**src/rtl/aludec_md_pkg.sv**
```systemverilog
// Shared codes for the ALU control decoder and its multiply/divide unit:
// ALU control values, function fields, MD state encodings and HI/LO read selects.
package aludec_pkg;

   localparam logic [3:0] ALUCTRL_AND  = 4'b0000;
   localparam logic [3:0] ALUCTRL_OR   = 4'b0001;
   localparam logic [3:0] ALUCTRL_ADD  = 4'b0010;
   localparam logic [3:0] ALUCTRL_XOR  = 4'b0011;
   localparam logic [3:0] ALUCTRL_NOR  = 4'b0100;
   localparam logic [3:0] ALUCTRL_SUB  = 4'b0110;
   localparam logic [3:0] ALUCTRL_SLT  = 4'b0111;
   localparam logic [3:0] ALUCTRL_SLTU = 4'b1111;

   localparam logic [1:0] ALUOP_ADD   = 2'b00;
   localparam logic [1:0] ALUOP_SUB   = 2'b01;
   localparam logic [1:0] ALUOP_RTYPE = 2'b10;
   localparam logic [1:0] ALUOP_SLT   = 2'b11;

   localparam logic [5:0] FUNCT_ADD   = 6'b100000;
   localparam logic [5:0] FUNCT_ADDU  = 6'b100001;
   localparam logic [5:0] FUNCT_SUB   = 6'b100010;
   localparam logic [5:0] FUNCT_SUBU  = 6'b100011;
   localparam logic [5:0] FUNCT_AND   = 6'b100100;
   localparam logic [5:0] FUNCT_OR    = 6'b100101;
   localparam logic [5:0] FUNCT_XOR   = 6'b100110;
   localparam logic [5:0] FUNCT_NOR   = 6'b100111;
   localparam logic [5:0] FUNCT_SLT   = 6'b101010;
   localparam logic [5:0] FUNCT_SLTU  = 6'b101011;
   localparam logic [5:0] FUNCT_MFHI  = 6'b010000;
   localparam logic [5:0] FUNCT_MTHI  = 6'b010001;
   localparam logic [5:0] FUNCT_MFLO  = 6'b010010;
   localparam logic [5:0] FUNCT_MTLO  = 6'b010011;
   localparam logic [5:0] FUNCT_MULT  = 6'b011000;
   localparam logic [5:0] FUNCT_MULTU = 6'b011001;
   localparam logic [5:0] FUNCT_DIV   = 6'b011010;
   localparam logic [5:0] FUNCT_DIVU  = 6'b011011;

   typedef enum logic [1:0] {
      MD_IDLE = 2'd0,
      MD_MUL  = 2'd1,
      MD_DIV  = 2'd2,
      MD_FIX  = 2'd3
   } md_state_e;

   localparam logic [1:0] MF_NONE = 2'b00;
   localparam logic [1:0] MF_HI   = 2'b01;
   localparam logic [1:0] MF_LO   = 2'b10;

   // Functs that read, write or compute HI/LO (0100xx moves, 0110xx mult/div).
   function automatic logic is_hilo_funct(input logic [5:0] f);
      return (f[5:2] == 4'b0100) || (f[5:2] == 4'b0110);
   endfunction

endpackage

```
**src/rtl/aludec_md_if.sv**
```systemverilog
// Decode-stage bus of the ALU decoder: instruction fields and operands in,
// ALU control, HI/LO state and hazard signals out.
interface aludec_md_if #(
   parameter int WIDTH  = 32,
   parameter int CTRL_W = 4
);
   logic [1:0]        aluop;
   logic [5:0]        funct;
   logic              issue;
   logic [WIDTH-1:0]  srca;
   logic [WIDTH-1:0]  srcb;
   logic [CTRL_W-1:0] alucontrol;
   logic              illegal;
   logic [1:0]        mf_sel;
   logic [WIDTH-1:0]  hi;
   logic [WIDTH-1:0]  lo;
   logic              busy;
   logic              stall;

   modport master (
      output aluop, funct, issue, srca, srcb,
      input  alucontrol, illegal, mf_sel, hi, lo, busy, stall
   );

   modport slave (
      input  aluop, funct, issue, srca, srcb,
      output alucontrol, illegal, mf_sel, hi, lo, busy, stall
   );
endinterface

```
**src/rtl/aludec_md_core.sv**
```systemverilog
// Iterative multiply/divide engine: shift-add multiply, restoring divide on
// operand magnitudes, one bit per cycle, sign correction in the FIX state.
module md_core
   import aludec_pkg::*;
#(
   parameter int WIDTH = 32
) (
   input  logic             clk,
   input  logic             rst_n,
   input  logic             start,
   input  logic             is_div,
   input  logic             is_signed,
   input  logic [WIDTH-1:0] a,
   input  logic [WIDTH-1:0] b,
   output logic             busy,
   output logic             done,
   output logic [WIDTH-1:0] res_hi,
   output logic [WIDTH-1:0] res_lo
);

   localparam int CNT_W = $clog2(WIDTH + 1);

   md_state_e        state_r;
   logic [CNT_W-1:0] count_r;
   logic [WIDTH-1:0] m_r;
   logic [WIDTH-1:0] acc_hi_r;
   logic [WIDTH-1:0] acc_lo_r;
   logic             is_div_r;
   logic             neg_lo_r;
   logic             neg_hi_r;
   logic             divzero_r;

   logic             a_neg_s;
   logic             b_neg_s;
   logic [WIDTH-1:0] a_mag_s;
   logic [WIDTH-1:0] b_mag_s;
   logic [WIDTH:0]   mul_sum_s;
   logic [WIDTH:0]   div_shift_s;
   logic [WIDTH:0]   div_diff_s;
   logic             div_ok_s;
   logic             last_s;
   logic [2*WIDTH-1:0] prod_s;

   assign a_neg_s = is_signed & a[WIDTH-1];
   assign b_neg_s = is_signed & b[WIDTH-1];
   assign a_mag_s = a_neg_s ? (~a + {{(WIDTH-1){1'b0}}, 1'b1}) : a;
   assign b_mag_s = b_neg_s ? (~b + {{(WIDTH-1){1'b0}}, 1'b1}) : b;

   // Multiplier bit in acc_lo_r[0] selects whether the multiplicand is added.
   assign mul_sum_s   = {1'b0, acc_hi_r} + (acc_lo_r[0] ? {1'b0, m_r} : {(WIDTH+1){1'b0}});
   // Partial remainder is always below the divisor, so the shifted value fits in WIDTH+1 bits.
   assign div_shift_s = {acc_hi_r, acc_lo_r[WIDTH-1]};
   assign div_diff_s  = div_shift_s - {1'b0, m_r};
   assign div_ok_s    = ~div_diff_s[WIDTH];
   assign last_s      = (count_r == CNT_W'(WIDTH - 1));
   assign prod_s      = {acc_hi_r, acc_lo_r};

   // Sequencer and datapath registers.
   always_ff @(posedge clk or negedge rst_n) begin
      if (!rst_n) begin
         state_r   <= MD_IDLE;
         count_r   <= {CNT_W{1'b0}};
         m_r       <= {WIDTH{1'b0}};
         acc_hi_r  <= {WIDTH{1'b0}};
         acc_lo_r  <= {WIDTH{1'b0}};
         is_div_r  <= 1'b0;
         neg_lo_r  <= 1'b0;
         neg_hi_r  <= 1'b0;
         divzero_r <= 1'b0;
      end else begin
         case (state_r)
            MD_IDLE: begin
               if (start) begin
                  m_r       <= is_div ? b_mag_s : a_mag_s;
                  acc_lo_r  <= is_div ? a_mag_s : b_mag_s;
                  acc_hi_r  <= {WIDTH{1'b0}};
                  is_div_r  <= is_div;
                  neg_lo_r  <= a_neg_s ^ b_neg_s;
                  neg_hi_r  <= is_div & a_neg_s;
                  divzero_r <= is_div & (b == {WIDTH{1'b0}});
                  count_r   <= {CNT_W{1'b0}};
                  state_r   <= is_div ? MD_DIV : MD_MUL;
               end
            end
            MD_MUL: begin
               {acc_hi_r, acc_lo_r} <= {mul_sum_s, acc_lo_r[WIDTH-1:1]};
               count_r              <= count_r + {{(CNT_W-1){1'b0}}, 1'b1};
               if (last_s) begin
                  state_r <= MD_FIX;
               end
            end
            MD_DIV: begin
               acc_hi_r <= div_ok_s ? div_diff_s[WIDTH-1:0] : div_shift_s[WIDTH-1:0];
               acc_lo_r <= {acc_lo_r[WIDTH-2:0], div_ok_s};
               count_r  <= count_r + {{(CNT_W-1){1'b0}}, 1'b1};
               if (last_s) begin
                  state_r <= MD_FIX;
               end
            end
            MD_FIX: begin
               count_r <= {CNT_W{1'b0}};
               state_r <= MD_IDLE;
            end
            default: begin
               state_r <= MD_IDLE;
            end
         endcase
      end
   end

   assign busy = (state_r != MD_IDLE);
   assign done = (state_r == MD_FIX);

   // Sign correction; divide-by-zero keeps the all-ones quotient uncorrected.
   always_comb begin
      res_hi = acc_hi_r;
      res_lo = acc_lo_r;
      if (!is_div_r) begin
         if (neg_lo_r) begin
            {res_hi, res_lo} = -prod_s;
         end else begin
            {res_hi, res_lo} = prod_s;
         end
      end else begin
         res_lo = (neg_lo_r && !divzero_r) ? -acc_lo_r : acc_lo_r;
         res_hi = neg_hi_r ? -acc_hi_r : acc_hi_r;
      end
   end

endmodule

```
**src/rtl/aludec_md.sv**
```systemverilog
// Decode-stage ALU control decoder with HI/LO registers, hazard stall and an
// iterative multiply/divide engine.
module aludec_md
   import aludec_pkg::*;
#(
   parameter int WIDTH  = 32,
   parameter int CTRL_W = 4
) (
   input  logic  clk,
   input  logic  rst_n,
   aludec_md_if.slave bus
);

   logic [CTRL_W-1:0] alucontrol_s;
   logic              illegal_s;
   logic [1:0]        mf_sel_s;
   logic              hilo_class_s;
   logic              stall_s;
   logic              accept_s;
   logic              start_s;
   logic              mthi_s;
   logic              mtlo_s;
   logic              busy_s;
   logic              done_s;
   logic [WIDTH-1:0]  res_hi_s;
   logic [WIDTH-1:0]  res_lo_s;
   logic [WIDTH-1:0]  hi_r;
   logic [WIDTH-1:0]  lo_r;

   // ALU control, illegal-funct flag and HI/LO read select.
   always_comb begin
      alucontrol_s = CTRL_W'(ALUCTRL_ADD);
      illegal_s    = 1'b0;
      mf_sel_s     = MF_NONE;
      case (bus.aluop)
         ALUOP_ADD: alucontrol_s = CTRL_W'(ALUCTRL_ADD);
         ALUOP_SUB: alucontrol_s = CTRL_W'(ALUCTRL_SUB);
         ALUOP_SLT: alucontrol_s = CTRL_W'(ALUCTRL_SLT);
         ALUOP_RTYPE: begin
            case (bus.funct)
               FUNCT_ADD, FUNCT_ADDU: alucontrol_s = CTRL_W'(ALUCTRL_ADD);
               FUNCT_SUB, FUNCT_SUBU: alucontrol_s = CTRL_W'(ALUCTRL_SUB);
               FUNCT_AND:  alucontrol_s = CTRL_W'(ALUCTRL_AND);
               FUNCT_OR:   alucontrol_s = CTRL_W'(ALUCTRL_OR);
               FUNCT_XOR:  alucontrol_s = CTRL_W'(ALUCTRL_XOR);
               FUNCT_NOR:  alucontrol_s = CTRL_W'(ALUCTRL_NOR);
               FUNCT_SLT:  alucontrol_s = CTRL_W'(ALUCTRL_SLT);
               FUNCT_SLTU: alucontrol_s = CTRL_W'(ALUCTRL_SLTU);
               FUNCT_MFHI: mf_sel_s     = MF_HI;
               FUNCT_MFLO: mf_sel_s     = MF_LO;
               default: begin
                  if (is_hilo_funct(bus.funct)) begin
                     illegal_s = 1'b0;
                  end else begin
                     illegal_s = 1'b1;
                  end
               end
            endcase
         end
         default: alucontrol_s = CTRL_W'(ALUCTRL_ADD);
      endcase
   end

   assign hilo_class_s = (bus.aluop == ALUOP_RTYPE) && is_hilo_funct(bus.funct);
   assign stall_s      = bus.issue & busy_s & hilo_class_s;
   assign accept_s     = bus.issue & ~stall_s & hilo_class_s;
   assign start_s      = accept_s & (bus.funct[5:2] == 4'b0110);
   assign mthi_s       = accept_s & (bus.funct == FUNCT_MTHI);
   assign mtlo_s       = accept_s & (bus.funct == FUNCT_MTLO);

   md_core #(.WIDTH(WIDTH)) u_core (
      .clk       (clk),
      .rst_n     (rst_n),
      .start     (start_s),
      .is_div    (bus.funct[1]),
      .is_signed (~bus.funct[0]),
      .a         (bus.srca),
      .b         (bus.srcb),
      .busy      (busy_s),
      .done      (done_s),
      .res_hi    (res_hi_s),
      .res_lo    (res_lo_s)
   );

   // HI/LO: engine results on completion, otherwise MTHI/MTLO writes.
   always_ff @(posedge clk or negedge rst_n) begin
      if (!rst_n) begin
         hi_r <= {WIDTH{1'b0}};
         lo_r <= {WIDTH{1'b0}};
      end else if (done_s) begin
         hi_r <= res_hi_s;
         lo_r <= res_lo_s;
      end else begin
         if (mthi_s) begin
            hi_r <= bus.srca;
         end
         if (mtlo_s) begin
            lo_r <= bus.srca;
         end
      end
   end

   assign bus.alucontrol = alucontrol_s;
   assign bus.illegal    = illegal_s;
   assign bus.mf_sel     = mf_sel_s;
   assign bus.hi         = hi_r;
   assign bus.lo         = lo_r;
   assign bus.busy       = busy_s;
   assign bus.stall      = stall_s;

endmodule

```
**src/flat_wrapper.sv**
```systemverilog
// flat-port wrapper written by rule: the top's interface ports become plain ports
module aludec_md_flat import aludec_pkg::*;
#(
   parameter int WIDTH  = 32,
   parameter int CTRL_W = 4
)
  (clk, rst_n, bus_aluop, bus_funct, bus_issue, bus_srca, bus_srcb, bus_alucontrol, bus_illegal, bus_mf_sel, bus_hi, bus_lo, bus_busy, bus_stall);
  aludec_md_if #(.WIDTH(WIDTH), .CTRL_W(CTRL_W)) bus_i ();
  input  logic clk;
  input  logic rst_n;
  input wire logic [$bits(bus_i.aluop)-1:0] bus_aluop;
  input wire logic [$bits(bus_i.funct)-1:0] bus_funct;
  input wire logic [$bits(bus_i.issue)-1:0] bus_issue;
  input wire logic [$bits(bus_i.srca)-1:0] bus_srca;
  input wire logic [$bits(bus_i.srcb)-1:0] bus_srcb;
  output wire logic [$bits(bus_i.alucontrol)-1:0] bus_alucontrol;
  output wire logic [$bits(bus_i.illegal)-1:0] bus_illegal;
  output wire logic [$bits(bus_i.mf_sel)-1:0] bus_mf_sel;
  output wire logic [$bits(bus_i.hi)-1:0] bus_hi;
  output wire logic [$bits(bus_i.lo)-1:0] bus_lo;
  output wire logic [$bits(bus_i.busy)-1:0] bus_busy;
  output wire logic [$bits(bus_i.stall)-1:0] bus_stall;
  assign bus_i.aluop = bus_aluop;
  assign bus_i.funct = bus_funct;
  assign bus_i.issue = bus_issue;
  assign bus_i.srca = bus_srca;
  assign bus_i.srcb = bus_srcb;
  assign bus_alucontrol = bus_i.alucontrol;
  assign bus_illegal = bus_i.illegal;
  assign bus_mf_sel = bus_i.mf_sel;
  assign bus_hi = bus_i.hi;
  assign bus_lo = bus_i.lo;
  assign bus_busy = bus_i.busy;
  assign bus_stall = bus_i.stall;
  aludec_md #(.WIDTH(WIDTH), .CTRL_W(CTRL_W)) u_core (.clk(clk), .rst_n(rst_n), .bus(bus_i));
endmodule
```
**config.mk**
```make
export PLATFORM = sky130hd
export DESIGN_NAME = aludec_md_flat
export DESIGN_NICKNAME = d
export VERILOG_FILES = /design/src/rtl/aludec_md_pkg.sv /design/src/rtl/aludec_md_if.sv /design/src/rtl/aludec_md_core.sv /design/src/rtl/aludec_md.sv /design/src/flat_wrapper.sv
export SDC_FILE = /design/constraint.sdc
export NUM_CORES = 1
export LEC_CHECK = 0
export BUFFER_PORTS_ARGS = -buffer_cell sky130_fd_sc_hd__buf_2
export CELL_PAD_IN_SITES_DETAIL_PLACEMENT = 0
export CELL_PAD_IN_SITES_GLOBAL_PLACEMENT = 1
export CORE_MARGIN = 2
export CORE_UTILIZATION = 49
export CTS_CLUSTER_DIAMETER = 40
export CTS_CLUSTER_SIZE = 8
export DETAILED_ROUTE_END_ITERATION = 8
export GPL_TIMING_DRIVEN = 0
export PLACE_DENSITY = 0.85
export SYNTH_ARGS = -nofsm -noshare
export SYNTH_HDL_FRONTEND = slang
export SYNTH_SLANG_ARGS = --single-unit
```
**constraint.sdc**
```tcl
create_clock -name clk -period 8.5 [get_ports clk]
set_input_delay 1.7 -clock clk [delete_from_list [all_inputs] [get_ports clk]]
set_output_delay 1.7 -clock clk [all_outputs]
set_load 0.03 [all_outputs]
```
==> qor.txt <==
Clock root buffer: clkbuf_16
Core Area: 30700 µm²
# rows: 64
Initial Util: 0.498
Data arrival, critical path: 3.79 ns
Dpl cell area: 16500 µm²
Leak Pwr: 7.86 nW
Drt total wl: 62.3 mm
Detailed Place HPWL: 49.6 mm
Setup TNS: 0 ns
Die width: 181 µm
Peak VDD IR: 188 µV
DRC errors left: 0
All-layer global routing usage: 0.376
Slew HR: 0.0830
Final Skew: 0.0151 ns
Cell area after synthesis: 15300 µm²
Net Switching: 0.00316 W
Netlist cell types: 71
Chip Height: 181 µm
Top FF cell, synth: dfrtp_1
Status: finished, final reports clean
First-pass GRT wire length: 92.6 mm
Final Cell Area: 17100 µm²
Max-cap violations: 0
Final Wtd Congestion: 0.988
Most Frequent Cell on Critical Path: clkbuf_1
Vias in the first global route: 15000
Slew Limit Fails: 0
Post-synthesis instance total: 1958
Syn_nets: 2108
Flop pwr share: 0.254
Ant. Diodes: 0
Worst hold-check path type: register to register
Die area: 32600 µm²
Worst skew pair latency: 0.46 ns
Min Hold Slack: 0.489 ns
Comb pwr share: 0.610
Crit. End Element: primary output
RSZ-0062 raised after global routing: no
DRT antenna net count: 0
H-Tree Depth: 4
Final net count: 2274
Clock Power Share: 0.136
Tmin final: 5.49 ns
Endpoints failing hold: 0
# IOs: 148
Sw Share: 0.538
Clock-pin slew on the worst setup and hold paths: 0.07 ns
Hold_buf cts: 0
FF+latch count, synth: 172
Routed vias: 16300
Share of cells above drive strength 1: 0.0983
Post-CTS Setup Bufs: 0
Worst-margin pin slew: 1.36 ns
Req. time, crit path: 6.80 ns
Antenna violations before repair: 2
Vias/cell: 6.45
Max stage delay on crit path: 0.54 ns
Synthesized area per cell: 7.80 µm²
CTS resizes: 0
CP Launch Type: primary input
Setup CP Type: primary input to primary output
CTS tree: yes
Largest net degree at the start of global routing: 117
Clock buffer depth: 2
EDFF count, synth: 0
Detailed Routing Iterations Pass 1: 6
Register area share after synthesis: 0.282
Critical-path maximum fanout: 10
Inserted Clock Buffers: 17
Setup Viol. Count Final: 0
Critical path's slowest cell: clkbuf_1
DR WL/cell: 24.6 µm
IO Port Bufs: 146
Worst-path cell chain: clkbuf_1 > clkbuf_1 > clkbuf_1 > nand2_1 > a21oi_1 > a211oi_1 > buf_2
Max Fclk: 182 MHz
Syn-to-layout area delta: 12.2%
Syn. warnings: 0
Sink Count: 172
Final Cycle Share: 0.646
Async SR Flop Fraction: 1.00
Initial drt markers: 2181
Pwr dens: 343 nW/µm²
Internal power: 0.00272 W
Total grt overflow: 0
[power groups by stage]
stage | registers, W | logic (W) | clock network, W
5_1_grt | 0.00152 | 0.00388 | 0.000842
3_3_place_gp | 0.00148 | 0.00346 | 0
6_report | 0.00150 | 0.00359 | 0.000800
2_1_floorplan | 0.00161 | 0.00218 | 0
3_5_place_dp | 0.00148 | 0.00349 | 0
4_1_cts | 0.00147 | 0.00350 | 0.000805
[layer usage]
layer,global-route usage,vias up,wire length [µm]
li1,-,7430,-
met1,0.531,7838,26700
met2,0.564,941,26600
met3,0.0883,120,6870
met4,0.130,0,2140
met5,0,-,0
[per-stage QoR]
stage,worst slack (ns),cells,utilization,power [W]
after CTS,3.08,2533,0.559,0.00578
final,3.01,2533,0.559,0.00588
after detailed placement,3.11,2501,0.539,0.00497
after global placement,2.79,2500,0.538,0.00493
after floorplan,3.33,1958,-,0.00379
after global routing,2.87,2533,0.559,0.00625
[placed cells by master, fill, tap and decap left out, drive strengths merged, types with 21 or more instances in the layout]
cell and count:
nand2 220, o21ai 204, nor2 183, dfrtp 172
a21oi 171, buf 163, clkbuf 125, mux2i 90
xnor2 89, xor2 77, ha 73, inv 72
a22oi 38, nand3 37, nor3 36, a21o 30
o31ai 26, a31oi 22, or3 21
[logic make-up (layout without fill, tap and decap cells)]
kind of cell | count (synthesis) | in the layout | share of synthesized area
simple gates | 623 | 623 | 0.191
compound gates | 637 | 637 | 0.260
mux | 95 | 95 | 0.0627
fa+ha+maj | 75 | 75 | 0.0624
buf+inv | 190 | 369 | 0.0471
flops | 172 | 172 | 0.282
xor+xnor | 166 | 166 | 0.0952
[flip-flops by register name (all words and copies together), names as in the netlist]
register                 flops
u_core.u_core.is_div_r       1
u_core.u_core.divzero_r      1
u_core.u_core.m_r           32
u_core.bus.hi               32
u_core.u_core.state_r        2
u_core.u_core.acc_hi_r      32
u_core.bus.lo               32
u_core.u_core.count_r        6
u_core.u_core.neg_hi_r       1
u_core.u_core.neg_lo_r       1
u_core.u_core.acc_lo_r      32
[cell usage after synthesis (all sizes together), types with 9 or more instances]
master	count	area, µm²
clkbuf	105	394
a211oi	20	155
nor2b	19	119
o31ai	26	200
nand4	10	62.6
or4	17	143
nand2b	18	113
xor2	77	674
o21a	9	67.6
a31oi	22	138
o41ai	10	95.1
and2	12	75.1
ha	73	913
a22oi	38	285
a22o	18	158
dfrtp	172	4300
a21oi	171	856
mux2i	90	901
or3	21	131
nor4	15	106
nor3	36	203
o21ai	204	1020
and3	10	62.6
buf	16	66.3
o221ai	17	149
inv	68	255
nor2	183	687
nand2	220	826
nand3	37	185
a21o	30	225
o211ai	15	113
xnor2	89	780
[final timing paths]
check                      slack, ns                    endpoint  cells past startpoint                  startpoint
max reg2reg                     3.91   u_core.u_core.acc_hi_r[1]                     13  u_core.u_core.acc_lo_r[31]
min in group asynchronous       1.16   u_core.u_core.acc_hi_r[7]                      1                       rst_n
min                             0.49        u_core.u_core.m_r[4]                      2        u_core.u_core.m_r[4]
min reg2reg                     0.49        u_core.u_core.m_r[4]                      2        u_core.u_core.m_r[4]
max                             3.01                 bus_illegal                      7                bus_funct[1]
max in group asynchronous       6.34  u_core.u_core.acc_lo_r[15]                      2                       rst_n
[critical path, delay by kind of cell]
kind	cells	cell delay, ns
compound gates	2	0.25
buf+inv	4	1.66
simple gates	1	0.18
[cell type report]
type	instances	area [µm²]
plain buffers	121	460
clock buffers	20	457
clock inverters	12	129
fillers	2965	13500
inverters	69	259
multi-input cells	1596	10300
flip-flops and latches	172	4300
well taps	396	495
repair buffers	147	768
(Power assumes the default switching activity.)
